$ cat src/rtl/dff_reset_en_async.sv
// Holding register with load enable, synchronous clear and asynchronous active-low reset.
// loaded_o tells the owner whether data_o holds a captured word or only the reset value.
module dff_reset_en_async #(
  parameter int                 width_p     = 64,
  parameter logic [width_p-1:0] reset_val_p = '0
) (
  input  logic               clk_i,
  input  logic               reset_n_i,
  input  logic               en_i,
  input  logic               clear_i,
  input  logic [width_p-1:0] data_i,
  output logic [width_p-1:0] data_o,
  output logic               loaded_o
);

  if (width_p < 1) begin : g_bad_width
    $error("dff_reset_en_async: width_p must be at least 1");
  end

  logic [width_p-1:0] r_data_p0;
  logic               r_loaded_p0;

  // Stage p0: clear beats load, and reset beats both without waiting for a clock edge.
  always_ff @(posedge clk_i or negedge reset_n_i) begin
    if (!reset_n_i) begin
      r_data_p0   <= reset_val_p;
      r_loaded_p0 <= 1'b0;
    end else if (clear_i) begin
      r_data_p0   <= reset_val_p;
      r_loaded_p0 <= 1'b0;
    end else if (en_i) begin
      r_data_p0   <= data_i;
      r_loaded_p0 <= 1'b1;
    end
  end

  assign data_o   = r_data_p0;
  assign loaded_o = r_loaded_p0;

endmodule

$ cat config.mk
export PLATFORM = sky130hd
export DESIGN_NAME = dff_reset_en_async
export DESIGN_NICKNAME = d
export VERILOG_FILES = /design/src/rtl/dff_reset_en_async.sv
export SDC_FILE = /design/constraint.sdc
export NUM_CORES = 1
export LEC_CHECK = 0
export BUFFER_PORTS_ARGS = -buffer_cell sky130_fd_sc_hd__clkbuf_2
export CAP_MARGIN = 20
export CORE_MARGIN = 10
export CORE_UTILIZATION = 49
export DETAILED_ROUTE_END_ITERATION = 10
export GPL_TIMING_DRIVEN = 0
export PLACE_DENSITY = 0.89
export SLEW_MARGIN = 25
export SYNTH_ARGS = -nofsm -noshare
export SYNTH_HDL_FRONTEND = slang
export SYNTH_SLANG_ARGS = --single-unit
$ cat constraint.sdc
create_clock -name clk_i -period 1.5 [get_ports clk_i]
set_clock_uncertainty 0.05 [all_clocks]
set_input_delay 0 -clock clk_i [delete_from_list [all_inputs] [get_ports clk_i]]
set_output_delay 0 -clock clk_i [all_outputs]
set_load 0.03 [all_outputs]
==> metrics list <==
* Slowest CP cell: dlygate4sd3_1
- Largest area contributor in the netlist: dfrtp_1
- Mean Syn Cell Area: 12.6 um^2
- Type of the worst setup path: flip-flop to flip-flop
* Number of inserted diodes: 0
- The worst hold path begins at clear_i.
- TNS Setup: 0 ps
* Series of cell instances along the critical path: mux2i_1 -> nor2_1 -> dlygate4sd3_1
- Once placement completed, the tool counted placed cells totaling 410.
- By count the netlist is led by nor2_1 (66), dfrtp_1 (65), mux2i_1 (64).
- Buffers inserted during clock tree synthesis total 9.
* First-pass GRT wire length: ~15 mm
- The tightest hold path in the finished design has a slack of 6.22 ps.
- Amount of wire on met2 after detailed routing: a little under 5 mm
- Total wirelength of the detailed-routed design: approximately 9.2 mm
- Register-to-Register Setup Slack: about 150 ps
* Number of maximum-capacitance violations: 0
* Path category of the worst min-delay check: input port to flip-flop
* Via count: ~2500
- Buf/Inv on CP: 1
* Worst slew pin tran: about 450 ps
* Worst Path Required: 1660 ps
- The initial antenna violation count was 0.
- Clock Tree Root: clkbuf_8
* Largest net degree at the start of global routing: between 40 and 50
* Total global-route track usage: a little over a fifth
* Library cell with the highest instance count after synthesis: nor2_1
- At the end of the flow, the number of nets in the layout was slightly below 500.
* Number of buffers inserted for hold repair after clock tree synthesis: 74
- Leakage power: about 2.4 nW
- Setup fix buffers added after clock tree synthesis: 0
* Asr flop ratio synth: between 90% and 100%
- After clock tree synthesis, the repair step resized 0 gates.
- Biggest fanout along the worst timing path: 2
- During I/O placement, the number of pins put on the boundary was 133.
- Final core area utilization: approximately 84%
- Final-report hold violation count: 0
- Worst path top cell family by delay: buffers and inverters
* Die height: roughly 93 um
- Highest metal used: met4
- Dividing the detail-routed via count by the number of cells gives 4.92.
- DPL Wire Length: 5.36 mm
- DRC Markers: 0
- CTS HTree Levels: 3
- Routed metal-1 wirelength: ~3.5 mm
- By area the synthesized netlist is led by dfrtp_1 (62%), mux2i_1 (24%), nor2_1 (9.4%), buf_8 (2.8%), clkbuf_1 (0.85%).
- The total overflow left after global routing is 0.
- Number of buffers inserted by port buffering: 130
- Clock network latency to the later pin of the worst-skew pair: 330 ps
* Number of enable flip-flop cells after synthesis: 0
- The count of cells in the finished layout, fillers not included, comes to 500.
- The worst setup path is captured at a flip-flop.
* Final-report setup violation count: 0
- Drt pass-1 iters: 7
- Setup repair after global routing left no endpoint under its margin.
* Net count after synthesis: approximately 280
* Count of mapped cells out of synthesis: 209
- The worst-case IR drop observed on VDD is ~800 uV.
- Signal arrival time at the worst endpoint: around 1500 ps
- Fraction of post-synthesis cell area in the top cell type by area: 61.7%
* Tightest slew margin relative to the limit: a little over two thirds
- The routed design uses between 600 and 700 um of met3 wire.
* Post-synthesis cell area: between 2000 and 3000 um^2
- Clk slew on worst S/H paths: 60 ps
- Cells with a size suffix above 1 make up between 30% and 40% of the layout.
- The die covers just under 9000 um^2.
- The first routing iteration left 77 violations.
* Num Clock Sinks: between 60 and 70
* Floorplan core area: between 5000 and 6000 um^2
- Count of warnings emitted by yosys: 0
* Worst setup path startpoint: data_o[5]$_DFFE_PN0P_
* Final Instance Area: ~4300 um^2
- After layout, the minimum clock period comes to ~1400 ps.
- STA classifies the critical path startpoint as a flip-flop.
- Routability-driven placement finished with a final weighted congestion of 0.790.
- Library cells used by synthesis: 8
* Total of flip-flops plus latches after synthesis: 65
- Pwr per Cell Area: around 1000 nW/um^2
- Via count of the first global-routing pass: 2787
* Initial Utilization: roughly 50%
- TritonCTS built the clock tree.
- The initialized floorplan defines 26 standard-cell rows.
- Worst r2r src: data_o[5]$_DFFE_PN0P_
- Once detail routing completed, the nets flagged for antenna violations numbered 0.
* Area growth from synthesis to layout: 64.8%
- Max-slew violation count: 0
- CP max stage delay: 560 ps
* Result of the run: finished, final reports clean
- Highest clock frequency the design can meet: 739 MHz
- Final cycle utilization of the critical path: between 90% and 100%
- Die X: between 90 and 100 um
* Wire length per cell: 18.4 um
- Once placement finished, the instance area stood at between 3000 and 4000 um^2.
- Maximum count of clock buffers along a single path: 2
- Summing the sequential cell areas from Yosys gives 61.7% of the chip area.
- Commonest register cell after synthesis: dfrtp_1
## path summary, 6_finish.rpt
path | cells after the start | end
min reg2reg | 2 | loaded_o$_DFFE_PN0P_
min | 2 | data_o[8]$_DFFE_PN0P_
min in group asynchronous | 2 | data_o[44]$_DFFE_PN0P_
max in group asynchronous | 3 | data_o[39]$_DFFE_PN0P_
max | 3 | data_o[5]$_DFFE_PN0P_
max reg2reg | 3 | data_o[5]$_DFFE_PN0P_
## kinds of logic (layout without fill, tap and decap cells)
family	Yosys count	after routing	share of synthesized area [%]
AND/OR/NAND/NOR	66	66	9.40
flip-flops	65	65	61.7
multiplexers	64	64	24.3
buffers and inverters	14	235	4.60
## sequential cells by signal, indices dropped and copies added, names as in the netlist
| signal | count |
|---|---|
| data_o | 64 |
| loaded_o | 1 |
## worst register-to-register path: stages (launching register included)
cell and delay (ps):
dfrtp_1 390, mux2i_1 180, nor2_1 60, dlygate4sd3_1 560
## area by class of cell
| class | count | area, um^2 |
|---|---|---|
| clock buffer | 14 | 173 |
| sequential | 65 | 1630 |
| fill | 256 | 827 |
| tap | 70 | 87.6 |
| multi-input combinational | 130 | 888 |
| buffer | 14 | 121 |
| clock inverter | 2 | 35.0 |
| timing repair buffer | 205 | 1410 |
## power by group
group	internal, mW	total [mW]	switching [mW]
registers	1.85	1.91	0.0608
logic	0.386	0.890	0.504
clock network	0.904	1.54	0.640
## layout by cell type (no fill, tap or decap), drive strengths merged
cell type / netlist / routed
clkinv: 0 / 1
mux2i: 64 / 64
clkbuf: 6 / 150
dfrtp: 65 / 65
buf: 8 / 9
nor2: 66 / 66
dlygate4sd3: 0 / 74
bufinv: 0 / 1
## per-stage QoR
step,power (mW),worst slack (ps)
4_1_cts,4.32,212
3_5_place_dp,2.65,603
5_1_grt,4.54,87.3
3_3_place_gp,2.62,34.2
2_1_floorplan,2.36,650
6_report,4.35,147
## layer usage
layer | vias to the layer above | track usage (%)
met5 | - | 0
met4 | 0 | 9.64
met3 | 16 | 7.03
met2 | 112 | 38.3
met1 | 1203 | 23.8
li1 | 1130 | -
No activity file was read; power rests on OpenSTA's default activity.
